===== config.mk =====
export PLATFORM = sky130hd
export DESIGN_NAME = multicycle_ctrl
export DESIGN_NICKNAME = d
export VERILOG_FILES = /design/src/rtl/multicycle_ctrl.sv
export SDC_FILE = /design/constraint.sdc
export NUM_CORES = 1
export LEC_CHECK = 0
export CORE_UTILIZATION = 38
export CTS_CLUSTER_DIAMETER = 150
export CTS_CLUSTER_SIZE = 20
export DETAILED_ROUTE_END_ITERATION = 8
export GPL_TIMING_DRIVEN = 0
export PLACE_DENSITY_LB_ADDON = 0.3
export SYNTH_ARGS = -nofsm -noshare
export SYNTH_HDL_FRONTEND = slang
export SYNTH_SLANG_ARGS = --single-unit

===== constraint.sdc =====
create_clock -name clk -period 2.4 [get_ports clk]
set_input_delay 0.36 -clock clk [delete_from_list [all_inputs] [get_ports clk]]
set_output_delay 0.36 -clock clk [all_outputs]
set_load 0.02 [all_outputs]

===== src/rtl/multicycle_ctrl.sv =====
// -----------------------------------------------------------------------------
// multicycle_ctrl
//   Main control FSM of the multicycle core. Decodes op/funct3/funct7b5 held in
//   the instruction register and sequences the shared ALU, memory and register
//   file through FETCH/DECODE/execute/writeback steps.
//
// Ports
//   clk        in   clock, all state changes on rising edge
//   reset      in   synchronous active-high reset
//   op         in   instr[6:0]
//   funct3     in   instr[14:12]
//   funct7b5   in   instr[30]
//   zero       in   ALU zero flag (same cycle, used by beq)
//   pcwrite    out  PC enable = pcupdate | (branch & zero)
//   adrsrc     out  memory address select: 0=PC, 1=Result
//   memwrite   out  data memory write enable
//   irwrite    out  instruction register + OldPC enable
//   resultsrc  out  00=ALUOut, 01=memory data, 10=ALU result
//   alusrca    out  00=PC, 01=OldPC, 10=rd1
//   alusrcb    out  00=rd2, 01=ImmExt, 10=constant 4
//   regwrite   out  register file write enable
//   alucontrol out  000 add, 001 sub, 010 and, 011 or, 100 xor
//   immsrc     out  00=I, 01=S, 10=B, 11=J (decoded from op in every state)
//   illegal    out  one-cycle pulse on an unsupported instruction
//   state_o    out  current state encoding, debug only
// -----------------------------------------------------------------------------
module multicycle_ctrl #(
  parameter int STATE_W = 4
) (
  input  logic               clk,
  input  logic               reset,
  input  logic [6:0]         op,
  input  logic [2:0]         funct3,
  input  logic               funct7b5,
  input  logic               zero,
  output logic               pcwrite,
  output logic               adrsrc,
  output logic               memwrite,
  output logic               irwrite,
  output logic [1:0]         resultsrc,
  output logic [1:0]         alusrca,
  output logic [1:0]         alusrcb,
  output logic               regwrite,
  output logic [2:0]         alucontrol,
  output logic [1:0]         immsrc,
  output logic               illegal,
  output logic [STATE_W-1:0] state_o
);

  typedef enum logic [STATE_W-1:0] {
    FETCH    = STATE_W'(0),
    DECODE   = STATE_W'(1),
    MEMADR   = STATE_W'(2),
    MEMREAD  = STATE_W'(3),
    MEMWB    = STATE_W'(4),
    MEMWRITE = STATE_W'(5),
    EXECUTER = STATE_W'(6),
    EXECUTEI = STATE_W'(7),
    ALUWB    = STATE_W'(8),
    JAL      = STATE_W'(9),
    BEQ      = STATE_W'(10)
  } state_t;

  localparam logic [6:0] OP_LW   = 7'b0000011;
  localparam logic [6:0] OP_SW   = 7'b0100011;
  localparam logic [6:0] OP_R    = 7'b0110011;
  localparam logic [6:0] OP_I    = 7'b0010011;
  localparam logic [6:0] OP_JAL  = 7'b1101111;
  localparam logic [6:0] OP_BEQ  = 7'b1100011;

  localparam logic [2:0] ALU_ADD = 3'b000;
  localparam logic [2:0] ALU_SUB = 3'b001;
  localparam logic [2:0] ALU_AND = 3'b010;
  localparam logic [2:0] ALU_OR  = 3'b011;
  localparam logic [2:0] ALU_XOR = 3'b100;

  state_t     r_state;
  state_t     w_next_state;
  logic       w_pcupdate;
  logic       w_branch;
  logic       w_adrsrc;
  logic       w_memwrite;
  logic       w_irwrite;
  logic [1:0] w_resultsrc;
  logic [1:0] w_alusrca;
  logic [1:0] w_alusrcb;
  logic       w_regwrite;
  logic [2:0] w_alucontrol;
  logic       w_illegal;

  // NOTE: state is a flop, so it is written with <= only; mixing blocking
  // assignments here would create simulation/synthesis ordering races.
  always_ff @(posedge clk) begin
    if (reset) r_state <= FETCH;
    else       r_state <= w_next_state;
  end

  always_comb begin
    // NOTE: every signal gets a default before the case so that no path
    // leaves one unassigned, which would infer a latch.
    w_next_state = FETCH;
    w_pcupdate   = 1'b0;
    w_branch     = 1'b0;
    w_adrsrc     = 1'b0;
    w_memwrite   = 1'b0;
    w_irwrite    = 1'b0;
    w_resultsrc  = 2'b00;
    w_alusrca    = 2'b00;
    w_alusrcb    = 2'b00;
    w_regwrite   = 1'b0;
    w_alucontrol = ALU_ADD;
    w_illegal    = 1'b0;

    case (r_state)
      FETCH: begin
        w_irwrite    = 1'b1;
        w_alusrcb    = 2'b10;
        w_resultsrc  = 2'b10;
        w_pcupdate   = 1'b1;
        w_next_state = DECODE;
      end
      DECODE: begin
        // Branch target PC+imm lands in ALUOut for a possible BEQ.
        w_alusrca = 2'b01;
        w_alusrcb = 2'b01;
        case (op)
          OP_LW, OP_SW: w_next_state = MEMADR;
          OP_R:         w_next_state = EXECUTER;
          OP_I:         w_next_state = EXECUTEI;
          OP_JAL:       w_next_state = JAL;
          OP_BEQ:       w_next_state = BEQ;
          default: begin
            w_illegal    = 1'b1;
            w_next_state = FETCH;
          end
        endcase
      end
      MEMADR: begin
        w_alusrca    = 2'b10;
        w_alusrcb    = 2'b01;
        w_next_state = (op == OP_LW) ? MEMREAD : MEMWRITE;
      end
      MEMREAD: begin
        w_adrsrc     = 1'b1;
        w_next_state = MEMWB;
      end
      MEMWB: begin
        w_resultsrc  = 2'b01;
        w_regwrite   = 1'b1;
        w_next_state = FETCH;
      end
      MEMWRITE: begin
        w_adrsrc     = 1'b1;
        w_memwrite   = 1'b1;
        w_next_state = FETCH;
      end
      EXECUTER, EXECUTEI: begin
        w_alusrca    = 2'b10;
        w_alusrcb    = (r_state == EXECUTEI) ? 2'b01 : 2'b00;
        w_next_state = ALUWB;
        case (funct3)
          // funct7b5 selects sub only for register-register ops; addi has an
          // immediate in bit 30 and must stay an add.
          3'b000:  w_alucontrol = (r_state == EXECUTER && funct7b5) ? ALU_SUB : ALU_ADD;
          3'b100:  w_alucontrol = ALU_XOR;
          3'b110:  w_alucontrol = ALU_OR;
          3'b111:  w_alucontrol = ALU_AND;
          default: begin
            w_illegal    = 1'b1;
            w_next_state = FETCH;
          end
        endcase
      end
      ALUWB: begin
        w_regwrite   = 1'b1;
        w_next_state = FETCH;
      end
      JAL: begin
        // OldPC+4 becomes the link value; ALUOut (target) drives the PC.
        w_alusrca    = 2'b01;
        w_alusrcb    = 2'b10;
        w_pcupdate   = 1'b1;
        w_next_state = ALUWB;
      end
      BEQ: begin
        w_alusrca    = 2'b10;
        w_alucontrol = ALU_SUB;
        w_branch     = 1'b1;
        w_next_state = FETCH;
      end
      default: w_next_state = FETCH;
    endcase
  end

  // Reset masks the datapath controls combinationally so nothing is written
  // while the FSM is being forced back to FETCH.
  assign pcwrite    = ~reset & (w_pcupdate | (w_branch & zero));
  assign adrsrc     = ~reset & w_adrsrc;
  assign memwrite   = ~reset & w_memwrite;
  assign irwrite    = ~reset & w_irwrite;
  assign resultsrc  = reset ? 2'b00 : w_resultsrc;
  assign alusrca    = reset ? 2'b00 : w_alusrca;
  assign alusrcb    = reset ? 2'b00 : w_alusrcb;
  assign regwrite   = ~reset & w_regwrite;
  assign alucontrol = reset ? 3'b000 : w_alucontrol;
  assign illegal    = ~reset & w_illegal;
  assign state_o    = r_state;

  always_comb begin
    case (op)
      OP_SW:   immsrc = 2'b01;
      OP_BEQ:  immsrc = 2'b10;
      OP_JAL:  immsrc = 2'b11;
      default: immsrc = 2'b00;
    endcase
  end

endmodule


==> impl_metrics.csv <==
group,metric,value,unit
detailed_routing,drt_iter0_markers,10,
cts,postCtsHoldBufs,0,
global_route,grt_pass1_wl,2350,um
yosys,synth_fp_nets,89,
placed_design,dp_hpwl,1220,um
power_and_ir_drop,p_leak,0.376,nW
die,die_area,0.00159,mm2
detailed_routing,num_vias,676,
status,outcome,"complete, no violations",
timing,fin_skew,1.05,ps
layout,largest_reg_flops,4,
detailed_routing,drc,0,
worst_setup_path,critPathKind,"input port to primary output",
power_and_ir_drop,total_power,0.000250,W
yosys,synth_warnings,0,
layout,area_growth,72.2,%
die,core,0.00132,mm2
worst_setup_path,crit_family,"buffers and inverters",
yosys,yosysSeqAreaShare,14.7,%
cts,numCtsBuffers,3,
cts,clk_latency,220,ps
timing,min_period,2290,ps
worst_setup_path,critPathBufInv,3,
yosys,synthDominantCellAreaShare,14.7,%
cts,h-tree-depth,1,
timing,timing.fmax,436,MHz
worst_setup_path,cp_slowest_cell,"clkdlybuf4s50_1",
cts,cts_resized,14,
yosys,yosysUniqueCellTypes,35,
placed_design,port_buffers,33,
timing,finalSetupViolCount,0,
yosys,synth_area_leaders,"dfxtp_1 15%, xnor2_1 8.0%, nor3_1 6.4%, nand2b_1 4.6%, nor3b_1 4.1%",
worst_setup_path,worst_ep_arrival_time,1930,ps
cts,clk_pin_slew,30,ps
die,dieHeight,39.8,um
timing,worstMarginPinSlew,342,ps
worst_setup_path,crit_path_frequent_cell,"clkdlybuf4s50_1",
die,ios,35,
worst_setup_path,critPathMaxFanout,10,
die,fp.dieW,39.8,um
global_route,grt_overflow,0,
global_route,gr-usage-all-layers,20.8,%
cts,post_cts_buffers,0,
worst_setup_path,required,2040,ps
detailed_routing,first_pass_iters,2,
detailed_routing,via_per_inst,5.37,
hold_path,hold_class,"input port to register",
timing,fin_setup_tns,0,ps
worst_setup_path,slowest_delay,650,ps
detailed_routing,wirelength,1550,um
timing,hold_viol,0,
cts,cts_max_path_buffers,2,
layout,nNetsFinal,127,
cts,clockRootBuffer,"clkbuf_4",
die,rows,13,
global_route,antenna_found_initial,0,
timing,slew-limit-headroom,77.2,%
worst_setup_path,end_kind,"primary output",
cts,cts_sinks,4,
cts,cts_tree,"done",
detailed_routing,wl_per_cell,12.3,um
global_route,grt_max_degree,11,
timing,grt_setup_unrepaired,"no",
power_and_ir_drop,powerDensity,267,mW/mm2
timing,fin_crit_sh,95.6,%
placed_design,dpl_cell_area,893,um2
layout,stdcell_area,937,um2
worst_setup_path,worstSetupStartpointType,"input port",
power_and_ir_drop,vdd_drop_max,191,uV
yosys,avgSynthCellArea,7.26,um2
timing,final_max_slew_viol_count,0,
worst_setup_path,path_cells,"clkdlybuf4s50_1, clkbuf_2, nor4b_1, clkdlybuf4s50_1",
yosys,ys_seq_elements,4,
run,drv_cap,0,
global_route,first_global_vias,555,
placed_design,place.gp.congestion,0.727,
layout,drive_above_1_share,15.3,%
yosys,syn_area,544,um2
detailed_routing,antenna_left,0,
die,start_util,41.3,%
layout,insertedDiodeCount,0,
yosys,synth_largest_area_cell,"dfxtp_1",
yosys,syn_inst,75,
-- routing by layer --
layer  up-vias  part of all wire [%]  wire, um  GRT usage, %
met1       292                    43       670          25.8
met4         0                     0         0             0
li1        362                     -         -             -
met3         0                   3.3        51          1.70
met5         -                     0         0             0
met2        22                    53       823          40.2
-- cells by family after synthesis --
family,Yosys count,synth area share (%)
AO/OA/AOI/OAI,15,20.5
XOR/XNOR,5,8.05
buffers and inverters,10,9.43
flip-flops,4,14.7
AND/OR/NAND/NOR,41,47.4
-- synth_stat cells --
master	count
dfxtp_1	4
a31oi_1	2
a21oi_2	1
or4b_1	2
clkbuf_1	4
or2_1	2
nand4_1	2
nor4b_1	1
or3_1	1
o32ai_1	1
or3b_2	1
nor3b_1	3
a211oi_1	2
nand4b_1	1
nand4bb_1	1
buf_4	1
nand2b_1	4
nor2b_1	2
o31ai_1	1
nand2_1	5
inv_1	2
and4_1	1
a211o_1	2
nand3_1	2
buf_2	2
nor3_1	7
buf_6	1
nor2_1	2
a21oi_1	3
nor4_1	2
xnor2_1	5
o221a_1	1
o21a_1	2
and3_1	1
and4b_1	1
-- power by group --
part	total, W	switching [W]	internal, W
sequential	0.0000698	0.00000132	0.0000685
combinational	0.000103	0.0000501	0.0000528
clock	0.0000770	0.0000215	0.0000555
-- worst paths after layout --
kind                            depth (start not counted)                    end  slack, ps             startpoint
worst max-delay path                                    4                 adrsrc        110                  reset
worst min-delay path                                    3  state_o[3]$_SDFF_PP0_        580                  op[6]
worst max register to register                          4  state_o[3]$_SDFF_PP0_       1150  state_o[3]$_SDFF_PP0_
worst min register to register                          3  state_o[0]$_SDFF_PP0_        670  state_o[2]$_SDFF_PP0_
-- worst min-delay path: stages --
cell and delay, ps:
clkbuf_1 180, nand4_1 120, a31oi_1 80
-- stage by stage --
| stage | utilization (%) | hold slack, ps | setup WS, ps | cells |
|---|---|---|---|---|
| floorplan | - | 546 | 217 | 75 |
| global placement | 67.8 | 645 | -423 | 123 |
| detailed placement | 67.8 | 649 | -458 | 123 |
| CTS | 70.8 | 585 | 0.850 | 126 |
| global route | 71.1 | 645 | 2.31 | 126 |
| finish | 71.1 | 580 | 105 | 126 |
-- cell usage in the layout (no fill, tap or decap), types with 2 or more instances in the layout --
master           netlist  final
clkbuf_2               0      3
nor2b_1                2      2
a31oi_1                2      2
xnor2_1                5      5
nand3_1                2      2
nor4_1                 2      2
clkdlybuf4s50_1        0     25
or4b_1                 2      2
nand4_1                2      2
nor2_1                 2      2
nand2b_1               4      3
a21oi_1                3      3
a211oi_1               2      2
nand2_1                5      5
a211o_1                2      2
dfxtp_1                4      4
buf_2                  2      3
dlygate4sd2_1          0      5
or2_1                  2      2
inv_1                  2      2
nor3b_2                0      2
nor3_1                 7      6
dlymetal6s2s_1         0      2
o21a_1                 2      2
clkbuf_4               0      3
-- cell type report --
type,count,area (um2)
plain buffers,8,47.5
inverters,2,7.51
repair buffers,33,324
multi-input cells,61,437
fillers,111,380
well taps,15,18.8
flip-flops and latches,4,80.1
clock buffers,3,22.5
No activity file was read; power rests on OpenSTA's default activity.
